$ cat config.mk
export PLATFORM = sky130hd
export DESIGN_NAME = paced_bit_rx_flat
export DESIGN_NICKNAME = d
export VERILOG_FILES = /design/src/rtl/paced_bit_rx_if.sv /design/src/rtl/paced_bit_rx.sv /design/src/flat_wrapper.sv
export SDC_FILE = /design/constraint.sdc
export NUM_CORES = 1
export LEC_CHECK = 0
export CORE_ASPECT_RATIO = 0.7
export CORE_MARGIN = 2
export CORE_UTILIZATION = 40
export DETAILED_ROUTE_END_ITERATION = 16
export PLACE_DENSITY_LB_ADDON = 0.1
export SLEW_MARGIN = 20
export SYNTH_ARGS = -nofsm -noshare
export SYNTH_HDL_FRONTEND = slang
export SYNTH_SLANG_ARGS = --single-unit
$ cat constraint.sdc
create_clock -name clk -period 1.95 [get_ports clk]
set_input_delay 0.4875 -clock clk [delete_from_list [all_inputs] [get_ports clk]]
set_output_delay 0.4875 -clock clk [all_outputs]
set_load 0.1 [all_outputs]
$ cat src/rtl/paced_bit_rx_if.sv
`default_nettype none
// ============================================================================
// Module      : paced_bit_rx_if
// Description : Serial line and word-delivery signals of the paced bit
//               receiver. The master side drives the line and the enable;
//               the slave side (the receiver) returns words and status.
// Revision    : 1.0 - initial release
// ============================================================================
interface paced_bit_rx_if #(
  parameter int DATA_BITS = 16
);

  logic                 Go;         // receive enable, low forces idle
  logic                 sdi;        // asynchronous serial line, idles high
  logic [DATA_BITS-1:0] data;       // last correctly framed word
  logic                 valid;      // one-cycle pulse when data updates
  logic                 frame_err;  // one-cycle pulse on a bad stop bit
  logic                 busy;       // receiver not idle

  modport master (
    output Go,
    output sdi,
    input  data,
    input  valid,
    input  frame_err,
    input  busy
  );

  modport slave (
    input  Go,
    input  sdi,
    output data,
    output valid,
    output frame_err,
    output busy
  );

endinterface : paced_bit_rx_if
`default_nettype wire

$ cat src/rtl/paced_bit_rx.sv
`default_nettype none
// ============================================================================
// Module      : paced_bit_rx
// Description : Receiver for the LED/Pong bit link. Recovers idle-high NRZ
//               frames (1 start bit, DATA_BITS data bits LSB first, 1 stop
//               bit) at BIT_TICKS clocks per bit, delivers each good word
//               with a one-cycle valid pulse and flags bad stop bits.
// Revision    : 1.0 - initial release
// ============================================================================
module paced_bit_rx #(
  parameter int BIT_TICKS   = 28101,  // clk cycles per bit (>= 2)
  parameter int DATA_BITS   = 16,     // payload bits per frame (1..32)
  parameter int SYNC_STAGES = 2       // sdi synchroniser depth (>= 2)
) (
  input wire logic     clk,
  input wire logic     reset,         // synchronous, active low
  paced_bit_rx_if.slave bus
);

  // --------------------------------------------------------------------------
  // Derived constants
  // --------------------------------------------------------------------------
  localparam int c_TICK_W = (BIT_TICKS > 1) ? $clog2(BIT_TICKS) : 1;
  localparam int c_BCNT_W = $clog2(DATA_BITS + 1);

  // Last tick of a bit period: data and stop bits are sampled here.
  localparam logic [c_TICK_W-1:0] c_TICK_LAST = c_TICK_W'(BIT_TICKS - 1);
  // Middle of the start bit: re-checking here rejects short glitches and
  // places every later sample one full period on, near each bit centre.
  localparam logic [c_TICK_W-1:0] c_TICK_MID  = c_TICK_W'(BIT_TICKS / 2 - 1);
  localparam logic [c_BCNT_W-1:0] c_BIT_LAST  = c_BCNT_W'(DATA_BITS - 1);

  typedef enum logic [2:0] {
    S_IDLE  = 3'd0,
    S_START = 3'd1,
    S_DATA  = 3'd2,
    S_STOP  = 3'd3,
    S_BREAK = 3'd4
  } state_t;

  // --------------------------------------------------------------------------
  // Signals
  // --------------------------------------------------------------------------
  logic [SYNC_STAGES-1:0] r_sync;
  logic                   r_s_prev;
  logic                   w_s_sdi;
  logic                   w_fall;

  state_t                 r_state;
  state_t                 w_state_nxt;
  logic [c_TICK_W-1:0]    r_tick;
  logic [c_TICK_W-1:0]    w_tick_nxt;
  logic [c_BCNT_W-1:0]    r_bitcnt;
  logic [c_BCNT_W-1:0]    w_bitcnt_nxt;
  logic [DATA_BITS-1:0]   r_shift;
  logic [DATA_BITS-1:0]   w_shift_nxt;
  logic [DATA_BITS-1:0]   w_shift_in;
  logic [DATA_BITS-1:0]   r_data;
  logic [DATA_BITS-1:0]   w_data_nxt;
  logic                   r_valid;
  logic                   w_valid_nxt;
  logic                   r_frame_err;
  logic                   w_frame_err_nxt;
  logic                   r_busy;

  // --------------------------------------------------------------------------
  // Line synchroniser; resets to the idle level so no false start follows
  // reset, and keeps the previous synchronised level for edge detection.
  // --------------------------------------------------------------------------
  always_ff @(posedge clk) begin
    if (!reset) begin
      r_sync   <= '1;
      r_s_prev <= 1'b1;
    end else begin
      r_sync   <= {r_sync[SYNC_STAGES-2:0], bus.sdi};
      r_s_prev <= w_s_sdi;
    end
  end

  assign w_s_sdi = r_sync[SYNC_STAGES-1];
  assign w_fall  = r_s_prev & ~w_s_sdi;

  // --------------------------------------------------------------------------
  // Shift-in value: each new bit enters at the MSB so that after DATA_BITS
  // samples the first (LSB) bit has walked down to bit 0.
  // --------------------------------------------------------------------------
  generate
    if (DATA_BITS == 1) begin : g_shift_single
      assign w_shift_in = w_s_sdi;
    end else begin : g_shift_multi
      assign w_shift_in = {w_s_sdi, r_shift[DATA_BITS-1:1]};
    end
  endgenerate

  // --------------------------------------------------------------------------
  // Next-state and output decode for the frame receiver.
  // --------------------------------------------------------------------------
  always_comb begin
    w_state_nxt     = r_state;
    w_tick_nxt      = (r_tick == c_TICK_LAST) ? '0 : r_tick + 1'b1;
    w_bitcnt_nxt    = r_bitcnt;
    w_shift_nxt     = r_shift;
    w_data_nxt      = r_data;
    w_valid_nxt     = 1'b0;
    w_frame_err_nxt = 1'b0;

    if (!bus.Go) begin
      // Disabled: abandon any partial word silently.
      w_state_nxt = S_IDLE;
    end else begin
      case (r_state)
        S_IDLE: begin
          if (w_fall) begin
            w_state_nxt = S_START;
          end
        end

        S_START: begin
          if (r_tick == c_TICK_MID) begin
            if (!w_s_sdi) begin
              w_state_nxt  = S_DATA;
              w_bitcnt_nxt = '0;
            end else begin
              // Line already back high: a glitch, not a start bit.
              w_state_nxt = S_IDLE;
            end
          end
        end

        S_DATA: begin
          if (r_tick == c_TICK_LAST) begin
            w_shift_nxt = w_shift_in;
            if (r_bitcnt == c_BIT_LAST) begin
              w_state_nxt = S_STOP;
            end else begin
              w_bitcnt_nxt = r_bitcnt + 1'b1;
            end
          end
        end

        S_STOP: begin
          if (r_tick == c_TICK_LAST) begin
            if (w_s_sdi) begin
              w_data_nxt  = r_shift;
              w_valid_nxt = 1'b1;
              w_state_nxt = S_IDLE;
            end else begin
              // Bad stop bit: keep the old word, wait out the low line.
              w_frame_err_nxt = 1'b1;
              w_state_nxt     = S_BREAK;
            end
          end
        end

        S_BREAK: begin
          // A held-low line must return high before a new start counts.
          if (w_s_sdi) begin
            w_state_nxt = S_IDLE;
          end
        end

        default: begin
          w_state_nxt = S_IDLE;
        end
      endcase
    end

    // Every state entry starts a fresh bit period; idle holds the count at 0.
    if ((w_state_nxt != r_state) || (w_state_nxt == S_IDLE)) begin
      w_tick_nxt = '0;
    end
  end

  // --------------------------------------------------------------------------
  // State, counters, word registers and registered status outputs.
  // --------------------------------------------------------------------------
  always_ff @(posedge clk) begin
    if (!reset) begin
      r_state     <= S_IDLE;
      r_tick      <= '0;
      r_bitcnt    <= '0;
      r_shift     <= '0;
      r_data      <= '0;
      r_valid     <= 1'b0;
      r_frame_err <= 1'b0;
      r_busy      <= 1'b0;
    end else begin
      r_state     <= w_state_nxt;
      r_tick      <= w_tick_nxt;
      r_bitcnt    <= w_bitcnt_nxt;
      r_shift     <= w_shift_nxt;
      r_data      <= w_data_nxt;
      r_valid     <= w_valid_nxt;
      r_frame_err <= w_frame_err_nxt;
      r_busy      <= (w_state_nxt != S_IDLE);
    end
  end

  assign bus.data      = r_data;
  assign bus.valid     = r_valid;
  assign bus.frame_err = r_frame_err;
  assign bus.busy      = r_busy;

endmodule : paced_bit_rx
`default_nettype wire

$ cat src/flat_wrapper.sv
// flat-port wrapper written by rule: the top's interface ports become plain ports
module paced_bit_rx_flat 
#(
  parameter int BIT_TICKS   = 28101,                              
  parameter int DATA_BITS   = 16,                                      
  parameter int SYNC_STAGES = 2                                       
)
  (clk, reset, bus_Go, bus_sdi, bus_data, bus_valid, bus_frame_err, bus_busy);
  paced_bit_rx_if #(.DATA_BITS(DATA_BITS)) bus_i ();
  input wire logic clk;
  input wire logic reset;
  input wire logic [$bits(bus_i.Go)-1:0] bus_Go;
  input wire logic [$bits(bus_i.sdi)-1:0] bus_sdi;
  output wire logic [$bits(bus_i.data)-1:0] bus_data;
  output wire logic [$bits(bus_i.valid)-1:0] bus_valid;
  output wire logic [$bits(bus_i.frame_err)-1:0] bus_frame_err;
  output wire logic [$bits(bus_i.busy)-1:0] bus_busy;
  assign bus_i.Go = bus_Go;
  assign bus_i.sdi = bus_sdi;
  assign bus_data = bus_i.data;
  assign bus_valid = bus_i.valid;
  assign bus_frame_err = bus_i.frame_err;
  assign bus_busy = bus_i.busy;
  paced_bit_rx #(.BIT_TICKS(BIT_TICKS), .DATA_BITS(DATA_BITS), .SYNC_STAGES(SYNC_STAGES)) u_core (.clk(clk), .reset(reset), .bus(bus_i));
endmodule
Word-level counts from Yosys, hierarchy flattened
Index checks and enable logic that the tools add are counted.

word-level totals
  register bits after elaboration = 61
  latch bits = 0
  memory bits (writable) = 0
  ROM bits = 0
  bits of input ports = 4
  output and inout port bits = 19
  logic and storage cells = 54
  memories kept = 0

operators by class
  $add $sub $neg = 2
  multiply operators = 0
  divide/modulo/power cells = 0
  $lt $le $gt $ge = 0
  eq/ne operators = 12
  shifts and indexed selects = 0
  mux-type cells = 17
  bitwise logic cells = 3
  reductions and logical operators = 10

operators by type and width
  cell                                                                     count
  3-bit 2-to-1 mux                                                         8
  5-bit 2-to-1 mux                                                         4
  15-bit by 1-bit adder with 15-bit output, second input constant          1
  15-bit by 14-bit equality test with 1-bit output, second input constant  1
  15-bit equality test, second input constant                              1
  3-bit case mux with 5 select lines                                       1
  5-bit case mux with 2 select lines                                       1
  4-bit AND reduction                                                      2
  3-bit by 2-bit equality test with 1-bit output, second input constant    2
  3-bit zero test                                                          2
  6-bit AND reduction                                                      1
  5-bit by 1-bit adder with 5-bit output, second input constant            1
  5-bit by 4-bit equality test with 1-bit output, second input constant    1
  2-bit by 1-bit != test with 1-bit output, second input constant          2
  2-bit != test, second input constant                                     2
  3-bit by 1-bit equality test with 1-bit output, second input constant    1
  3-bit equality test, second input constant                               1
  3-bit != test                                                            1
  3-bit AND reduction                                                      1
  3-bit nonzero test                                                       1
  3-bit OR reduction                                                       1
  1-bit 2-to-1 mux                                                         2
  2-bit 2-to-1 mux                                                         1
  1-bit NOT                                                                2
  3 further kinds                                                          3

Longest topological paths before layout
  depth after elaboration = 8
  gate-level depth with buffers = 9
  depth with buffers taken out = 7

Least setup slack after synthesis
No wires, ideal clock.

  path kind = register to register
  start point = register u_core.r_tick[0]
  end point = register u_core.r_data[10], in the netlist u_core.bus.data[10]
  setup time = 0.120 ns
  arrival = 1.883 ns
  data required time = 1.830 ns
  slack = -0.052 ns
  cell stages (with the launch flop) = 10
  path buffers = 2
  clock period less this slack = 2.002 ns
  cell sequence = dfxtp_1 -> inv_1 -> ha_1 -> nand4b_1 -> nor4_4 -> and4_1 -> buf_4 -> buf_6 -> mux2i_1 -> nor2b_1

on the way
  word-level cells in the longest chain between the ends = 2

ends and longest elaborated chain
  element                               line                 RTL
  start: declaration                    paced_bit_rx.sv:51   logic [c_TICK_W-1:0] r_tick;
  start signal: assignment              paced_bit_rx.sv:189  r_tick <= w_tick_nxt;
  15-bit equality test                  paced_bit_rx.sv:142  if (r_tick == c_TICK_LAST) begin
  4-bit AND reduction (no source line)  --
  end signal: assignment                paced_bit_rx.sv:192  r_data <= w_data_nxt;
  end: declaration                      paced_bit_rx.sv:58   logic [DATA_BITS-1:0] r_data;

No other way between the ends.
A chain may end at the register's enable or synchronous reset.

Final worst setup path
  start point = register u_core.r_tick[1]
  end point = register u_core.r_tick[10]

on the way
  word-level cells in the longest chain between the ends = 7
  elaborated cells on any way between the ends = 12
  classes of those cells = add/sub: 1; eq/ne: 3; mux: 5; reduce/logical: 3

ends and longest elaborated chain
  element                                                                                          line                                                           RTL
  15-bit equality test / 15-bit by 14-bit equality test with 1-bit output (equally long branches)  --
  3-bit 2-to-1 mux, on equally long branches                                                       paced_bit_rx.sv:142, paced_bit_rx.sv:119, paced_bit_rx.sv:131
  3-bit case mux with 5 select lines                                                               paced_bit_rx.sv:111                                            case (r_state)
  3-bit 2-to-1 mux                                                                                 paced_bit_rx.sv:107                                            if (!bus.Go) begin
  3-bit != test / 3-bit zero test (equally long branches)                                          paced_bit_rx.sv:169                                            if ((w_state_nxt != r_state) || (w_state_nxt == S_IDLE)) begin
  1-bit logical OR                                                                                 paced_bit_rx.sv:169
  3-bit OR reduction (no source line)                                                              --

Several ways; a longest one is shown, not always the timed one.

==> results.toml <==
[floorplanning]
core-area_um2 = 6819
die_width_um = 104.6
ios = 23
die_h_um = 74.41
die-area_um2 = 7781
rows = 25
initial_core_util = 0.4154

[hold_path]
hold_path_class = "reg2reg"

[timing]
clock_skew_ns = 0.01050
fmax_mhz = 508.3
rsz0062_at_grt = "true"
maxSlewViolCount = 0
setup-violations-final = 8
slew_headroom = 0.6790
hold_viol_final = 0
finalCriticalPeriod_ns = 1.967
worst_pin_slew_ns = 0.4765
setup_ws_ns = -0.01720
fin_crit_sh = 1.009

[worst_setup_path]
crit_type = "reg2reg"
required_ns = 2.17
end_kind = "register"
cp_max_fo = 8
critPathArrivalTime_ns = 2.19
start_kind = "register"

[clock_network]
clkSinkCount = 61
cts_tree = "yes"
cts_buffers = 9
clk_pin_slew_ns = 0.07
htreeDepth = 3
root_buffer = "clkbuf_8"
clockBufferDepth = 2
worstSkewPairLatency_ns = 0.34

[yosys]
ys_types = 52
ys_seq_area_frac = 0.4311
synth_edf_count = 0
postSynthCellCount = 296
yosys_warnings = 0
syn_nets = 305
synth-main-ff-cell = "dfxtp_1"
synthArstFlopShare = 0
syn_avg_cell_area_um2 = 9.570
ys_ff_latch = 61
netlist_area_um2 = 2833

[drt]
routedWlPerCell_um = 14.07
drt_pass1_iterations = 4
vias_per_cell = 4.934
drc_errors = 0
wl_mm = 6.386
num_vias = 2240
antenna_left = 0
drt_iter0_drc = 147

[final_layout]
antenna_cells = 0
final_nets = 365
drive_above_1_share = 0.3139
area_growth_pct = 40.90

[run]
drv_cap = 0

[place]
io_buffers = 22
gp_congestion = 0.8032
hpwl_mm = 4.254
preCtsSetupSlack_ns = -0.3087

[power_and_ir_drop]
ir_worst_vdd_v = 0.0003692
leakage_nw = 1.409
power_mw = 2.319
p_per_area_nw_per_um2 = 581.1

[global_routing]
track_usage = 0.1721
grt_pass1_wl_mm = 10.38
busiest_layer = "met1"
grtUsageMet1 = 0.2530
grtUsageMet2 = 0.2367
use_met3 = 0.06047
grt_antenna_before_repair = 0
first_global_vias = 2096
gr-total-overflow = 0
grt_max_degree = 21

[run_status]
violations = "setup timing"
outcome = "finished with violations"
-- timing repair --
item                                    4_1_cts  5_1_grt
endpoints found under the setup margin       25       41
hold endpoints to repair                      0        0
resized for setup                             4       14
cloned                                        0        2
hold buffers                                  0        0
pin swaps                                     1        2
setup buffers                                 0        1
-- cells in the mapped netlist (8+ instances only) --
cell	n	share of area
a211oi_2	8	0.035
a21boi_0	9	0.024
a21boi_1	11	0.029
dfxtp_1	61	0.43
inv_1	9	0.012
mux2i_1	16	0.057
nand2_1	47	0.062
nand3_1	9	0.016
nor2_1	11	0.015
nor2b_1	17	0.038
xor2_1	9	0.028
-- through the flow --
step                      hold slack [ns]  instances   TNS [ns]  cell area [um2]  utilization
after CTS                          0.4113        451  -0.006858             3851       0.5648
after global routing               0.4432        454     -1.481             3991       0.5853
after floorplan                    0.3863        296    -0.1615             2858            -
final                              0.4077        454   -0.08762             3991       0.5853
after detailed placement           0.3939        436     -9.140             3665       0.5374
after global placement             0.3954        436     -7.412             3665       0.5374
-- sequential cells by signal, indices dropped and copies added (netlist names) --
register / flops
u_core.bus.busy: 1
u_core.r_s_prev: 1
u_core.r_tick: 15
u_core.bus.data: 16
u_core.r_sync: 2
u_core.bus.frame_err: 1
u_core.bus.valid: 1
u_core.r_state: 3
u_core.r_bitcnt: 5
u_core.r_shift: 16
-- logic make-up after synthesis --
| kind of cell | synth area share |
|---|---|
| AND/OR/NAND/NOR | 0.2509 |
| flip-flops | 0.4311 |
| AO/OA/AOI/OAI | 0.1519 |
| buffers and inverters | 0.04328 |
| multiplexers | 0.06051 |
| XOR/XNOR | 0.04019 |
| adder cells (fa/ha/maj) | 0.02208 |
-- cells in the final DEF (no fill, tap or decap), types with 4 or more instances in the layout --
cell type and n:
a211oi_1 4, a211oi_2 11, a21boi_0 9, a21boi_1 11
and3_1 5, buf_12 25, buf_4 35, clkbuf_8 10
dfxtp_1 58, inv_1 7, mux2i_1 16, nand2_1 47
nand2b_1 6, nand3_1 9, nor2_1 11, nor2b_1 17
xnor2_1 4, xor2_1 9
-- routing by layer --
layer	routed length (um)	vias up
li1	-	1157
met1	3412	1030
met2	2538	48
met3	385	5
met4	50	0
met5	0	-
-- critical path: stages (launching register included) --
cell       delay [ns]
dfxtp_2          0.33
inv_4            0.07
ha_4             0.11
nand4bb_1        0.13
buf_4            0.18
nor4_1           0.15
o21ai_0          0.21
o31ai_4          0.36
clkbuf_16        0.24
a211oi_2         0.06
-- final timing paths --
kind	startpoint	end	slack (ns)	cells past startpoint
max	u_core.r_tick[1]	u_core.r_tick[10]	-0.02	9
min	u_core.r_sync[0]	u_core.r_sync[1]	0.41	1
max reg2reg	u_core.r_tick[1]	u_core.r_tick[10]	-0.02	9
min reg2reg	u_core.r_sync[0]	u_core.r_sync[1]	0.41	1
-- layout make-up --
| class | count | area (um2) |
|---|---|---|
| sequential | 61 | 1227 |
| clock inverter | 4 | 23.77 |
| clock buffer | 11 | 141.4 |
| inverter | 9 | 36.28 |
| timing repair buffer | 65 | 843.3 |
| tap | 94 | 117.6 |
| multi-input combinational | 210 | 1602 |
| fill | 619 | 2828 |
-- where the power goes --
part | leakage, nW | internal [mW] | switching [mW]
clock | 0.0855 | 0.485 | 0.494
sequential | 0.494 | 1.25 | 0.00384
combinational | 0.830 | 0.0458 | 0.0429
total | 1.41 | 1.78 | 0.540
(Power assumes the default switching activity.)
